`src/rtl/ti_sbox_share_driver.sv`:
```
// Host-side driver for the TI S-box byte-serial protocol: masks a byte into
// Boolean shares, streams shares + refresh bytes, then XOR-recombines the output shares.
module ti_sbox_share_driver #(
   parameter int NUM_SHARES = 3,
   parameter int NUM_EXTRA  = 2,
   parameter int TIMEOUT    = 64
) (
   input  logic                                    clk,
   input  logic                                    rst,
   input  logic                                    start,
   input  logic [7:0]                              data_in,
   input  logic [8*(NUM_SHARES-1+NUM_EXTRA)-1:0]   rnd_in,
   output logic                                    ready,
   output logic                                    sh_load,
   output logic [7:0]                              sh_out,
   input  logic                                    sbox_ready,
   input  logic [7:0]                              sbox_out,
   output logic                                    res_valid,
   output logic [7:0]                              result,
   output logic                                    err
);

   localparam int L  = NUM_SHARES + NUM_EXTRA;
   localparam int RW = 8 * (L - 1);
   localparam int IW = $clog2(L);
   localparam int CW = $clog2(NUM_SHARES + 1);
   localparam int TW = $clog2(TIMEOUT + 1);

   localparam logic [IW-1:0] IDX_LAST = IW'(L - 1);
   localparam logic [CW-1:0] CNT_LAST = CW'(NUM_SHARES - 1);
   localparam logic [TW-1:0] T_LAST   = TW'(TIMEOUT - 1);

   localparam logic [2:0] S_IDLE    = 3'd0;
   localparam logic [2:0] S_SEND    = 3'd1;
   localparam logic [2:0] S_WAIT    = 3'd2;
   localparam logic [2:0] S_COLLECT = 3'd3;
   localparam logic [2:0] S_DONE    = 3'd4;

   logic [2:0]    state;
   logic [IW-1:0] idx;
   logic [CW-1:0] cnt;
   logic [TW-1:0] wcnt;
   logic [RW-1:0] rnd_q;
   logic [7:0]    acc;
   logic [7:0]    share0;

   // Share 0 is built straight from the inputs so the unmasked byte is never stored.
   always_comb begin
      share0 = data_in;
      for (int k = 0; k < NUM_SHARES - 1; k++)
         share0 = share0 ^ rnd_in[8*k +: 8];
   end

   assign ready = (state == S_IDLE);

   always_ff @(posedge clk or negedge rst) begin
      if (!rst) begin
         state     <= S_IDLE;
         idx       <= '0;
         cnt       <= '0;
         wcnt      <= '0;
         rnd_q     <= '0;
         acc       <= '0;
         sh_load   <= 1'b0;
         sh_out    <= 8'h00;
         res_valid <= 1'b0;
         result    <= 8'h00;
         err       <= 1'b0;
      end else begin
         res_valid <= 1'b0;
         err       <= 1'b0;
         case (state)
            S_IDLE: begin
               if (start) begin
                  rnd_q   <= rnd_in;
                  idx     <= '0;
                  sh_load <= 1'b1;
                  sh_out  <= share0;
                  state   <= S_SEND;
               end
            end
            S_SEND: begin
               if (idx == IDX_LAST) begin
                  sh_load <= 1'b0;
                  sh_out  <= 8'h00;
                  wcnt    <= '0;
                  state   <= S_WAIT;
               end else begin
                  // Stream byte idx+1 is rnd byte idx: masks first, then refresh values.
                  idx    <= idx + 1'b1;
                  sh_out <= rnd_q[{idx, 3'b000} +: 8];
               end
            end
            S_WAIT: begin
               if (sbox_ready) begin
                  acc   <= sbox_out;
                  cnt   <= CW'(1);
                  state <= S_COLLECT;
               end else if (wcnt == T_LAST) begin
                  err   <= 1'b1;
                  state <= S_DONE;
               end else begin
                  wcnt <= wcnt + 1'b1;
               end
            end
            S_COLLECT: begin
               if (!sbox_ready) begin
                  err   <= 1'b1;
                  state <= S_DONE;
               end else begin
                  acc <= acc ^ sbox_out;
                  cnt <= cnt + 1'b1;
                  if (cnt == CNT_LAST) begin
                     result    <= acc ^ sbox_out;
                     res_valid <= 1'b1;
                     state     <= S_DONE;
                  end
               end
            end
            // One cycle so ready rises the cycle after res_valid/err.
            S_DONE:  state <= S_IDLE;
            default: state <= S_IDLE;
         endcase
      end
   end

endmodule

```
`config.mk`:
```
export PLATFORM = sky130hd
export DESIGN_NAME = ti_sbox_share_driver
export DESIGN_NICKNAME = d
export VERILOG_FILES = /design/src/rtl/ti_sbox_share_driver.sv
export SDC_FILE = /design/constraint.sdc
export NUM_CORES = 1
export LEC_CHECK = 0
export BUFFER_PORTS_ARGS = -buffer_cell sky130_fd_sc_hd__clkbuf_2
export CAP_MARGIN = 20
export CELL_PAD_IN_SITES_DETAIL_PLACEMENT = 1
export CELL_PAD_IN_SITES_GLOBAL_PLACEMENT = 1
export CORE_MARGIN = 2
export CORE_UTILIZATION = 45
export CTS_CLUSTER_SIZE = 30
export DETAILED_ROUTE_END_ITERATION = 12
export PLACE_DENSITY_LB_ADDON = 0.15
export SLEW_MARGIN = 20
export SYNTH_ARGS = -nofsm -noshare
export SYNTH_HDL_FRONTEND = slang
export SYNTH_SLANG_ARGS = --single-unit
```
`constraint.sdc`:
```
create_clock -name clk -period 4.95 [get_ports clk]
set_input_delay 0.99 -clock clk [delete_from_list [all_inputs] [get_ports clk]]
set_output_delay 0.99 -clock clk [all_outputs]
set_load 0.02 [all_outputs]
```
==> flow_summary.json <==
{
  "grt_setup_unrepaired": "false",
  "p_sw_share_pct": 40.4,
  "tns_ns": 0,
  "clkLatencyLatePin_ns": 0.36,
  "slew_viol_final": 0,
  "synthArstFlopShare_pct": 100,
  "power_frac_clock_pct": 18.2,
  "internal_power_uw": 1540,
  "cp-end-kind": "primary output",
  "synth_cell_types": 42,
  "antenna_found_initial": 0,
  "power_density_nw_per_um2": 607,
  "skew_ns": 0.0127,
  "drtIter0Drc": 80,
  "coreArea_sq_um": 7810,
  "die_w_um": 94.3,
  "p_sw_uw": 1040,
  "cts_buffers": 9,
  "ys_seq_area_share_pct": 50.5,
  "finalWirelength_um": 8280,
  "synth_top_area_share_pct": 50.5,
  "fin_nets": 499,
  "worstHoldStart": "rnd_q[3]",
  "post-synth-top-area-cell": "dfrtp_1",
  "grt_pass1_wl_um": 14400,
  "worstMarginPinSlew_ns": 0.956,
  "multiInputGateArea_sq_um": 1670,
  "start_kind": "flip-flop",
  "synth-compound-area-share_pct": 13.2,
  "final_layout_size_suffix_gt1_share_pct": 23.7,
  "run_status": "finished, final reports clean",
  "leakagePower_uw": 0.00206,
  "drc": 0,
  "muxShareOfSynthArea_pct": 5.46,
  "cts_tree": "done",
  "synth_top_family_by_area": "simple AND/OR/NAND/NOR gates",
  "yosysWarnings": 0,
  "synth_xor_area_share_pct": 5.73,
  "grt_max_degree": 75,
  "grt.total_usage_pct": 21.0,
  "post_cts_resized": 0,
  "ir_worst_vdd_mv": 0.226,
  "holdBufCountCts": 0,
  "gp_congestion": 0.742,
  "path_buf_inv": 1,
  "grt-ovfl-total": 0,
  "path_delay_family": "flip-flops",
  "dp_hpwl_um": 5760,
  "synthTopCellsByCount": "nand2_1, dfrtp_1, a21oi_1",
  "ctsHtreeMaxLevel": 3,
  "seq_power_share_pct": 43.8,
  "fin_crit_ns": 2.56,
  "setup_viol": 0,
  "synth_area_leaders": "dfrtp_1, nand2_1, xnor2_1, mux4_2, a21oi_1",
  "postRouteAntennaNets": 0,
  "regArea_sq_um": 1850,
  "firstDrtPassIters": 4,
  "clock-sinks": 74,
  "hp-class": "reg -> reg",
  "synth_fp_nets": 435,
  "fmax_mhz": 391,
  "relSlewSlack_pct": 36.3,
  "io_pins": 72,
  "grt_pass1_vias": 3082,
  "syn_area_per_cell_sq_um": 9.68,
  "ys_seq_elements": 74,
  "synth_ff_type": "dfrtp_1",
  "yosys.area_share.simple_pct": 19.7,
  "clockBufferDepth": 2,
  "cp_cell_sequence": "nor3_1, clkbuf_2",
  "fp.dieH_um": 94.3,
  "finalHoldViolCount": 0,
  "rows": 32,
  "fill_cells": 942,
  "comb_power_share_pct": 38.0,
  "syn_to_final_growth_pct": 15.8,
  "cts_root_buf": "clkbuf_8",
  "synth_edf_count": 0,
  "io_buffers": 71,
  "hold_slack_ns": 0.476,
  "drv_cap": 0,
  "worst_ep_required_time_ns": 3.96,
  "fin_area_sq_um": 4250,
  "netlist_instances": 379,
  "clk_pin_slew_ns": 0.08,
  "diodes": 0,
  "syn_area_sq_um": 3670,
  "worstSetupPathType": "reg -> out",
  "yosysMostFrequentCell": "nand2_1",
  "arrival_ns": 1.57,
  "timing.rr.start": "state[0]",
  "avgViaCountPerCell": 5.25,
  "period_share_pct": 51.6,
  "yosys.area_share.adder_pct": 1.36,
  "slowest_delay_ns": 0.71,
  "cts_setup_buffers": 0,
  "crit_path_start": "state[0]",
  "num_vias": 2886,
  "dieArea_sq_um": 8890,
  "placed_cell_area_sq_um": 4050,
  "cp_max_fo": 27,
  "crit_path_top_delay_cell": "dfrtp_1",
  "avgRoutedWirePerCell_um": 15.0,
  "start_util_pct": 47.0
}
cell usage in the layout (no fill, tap or decap), types with 3 or more instances in the layout:
cell type	netlist	final
a21oi_1	25	25
nand2b_1	3	3
inv_1	9	9
ha_1	4	4
clkbuf_8	0	9
buf_4	2	3
nand2_1	129	129
nor3_1	4	4
clkinv_2	0	3
mux4_2	8	8
nor2_1	3	3
dfrtp_1	74	74
o21ai_0	19	19
nand3_1	11	11
clkbuf_2	0	70
a21boi_1	3	3
a21o_1	3	3
xnor2_1	24	24
a31oi_1	13	13
power groups by stage:
stage | combinational, uW | clock (uW) | sequential [uW]
after floorplan | 757 | 0 | 1100
after global placement | 953 | 0 | 1130
after detailed placement | 993 | 0 | 1150
after CTS | 998 | 484 | 1140
after global routing | 1120 | 511 | 1180
final | 980 | 468 | 1130
final timing paths:
check / cells after the start / to / slack (ns)
worst max-delay path: 2 / ready / 2.39
worst min-delay path: 2 / rnd_q[3] / 0.48
worst min register to register: 2 / rnd_q[3] / 0.48
min in group asynchronous: 1 / wcnt[5] / 0.76
worst max register to register: 5 / sh_out[6] / 2.63
max in group asynchronous: 1 / rnd_q[21] / 3.55
state kept, by name (all words and copies together), names as in the netlist:
name / flops
acc: 8
cnt: 2
err: 1
idx: 3
res_valid: 1
result: 8
rnd_q: 32
sh_load: 1
sh_out: 8
state: 3
wcnt: 7
cell families after synthesis:
kind of cell	after synthesis
compound gates	76
buf+inv	29
xor+xnor	24
fa+ha+maj	4
mux	10
flops	74
simple gates	162
cell type report:
class                           count  share of cell area, %
Clock inverter                      7                   1.62
Multi-Input combinational cell    276                   39.3
Sequential cell                    74                   43.6
Tap cell                          102                   3.01
Timing Repair Buffer               73                   8.78
Inverter                            9                  0.796
Clock buffer                        9                   2.92
worst reg2reg max path: cells and delay by family (launching register included):
kind,cells,cell delay [ns]
AO/OA/AOI/OAI,1,0.16
buffers and inverters,1,0.40
flip-flops,1,0.71
AND/OR/NAND/NOR,3,0.98
per-stage QoR:
stage | power [uW] | utilization [%] | std cells | setup WS (ns)
after floorplan | 1860 | - | 379 | 2.78
final | 2580 | 54.4 | 550 | 2.39
after detailed placement | 2140 | 51.9 | 534 | 2.34
after global placement | 2080 | 51.9 | 534 | 2.44
after CTS | 2620 | 54.4 | 550 | 2.35
after global routing | 2810 | 54.4 | 550 | 2.25
layer usage:
layer  GRT usage [%]  part of all wire (%)  up-vias
met1            28.3                    46     1406
met5               0                     0        -
met3            3.69                   3.8       15
li1                -                     -     1404
met4            9.06                   2.1        0
met2            33.5                    48       61
Power figures use the tool's default switching activity.
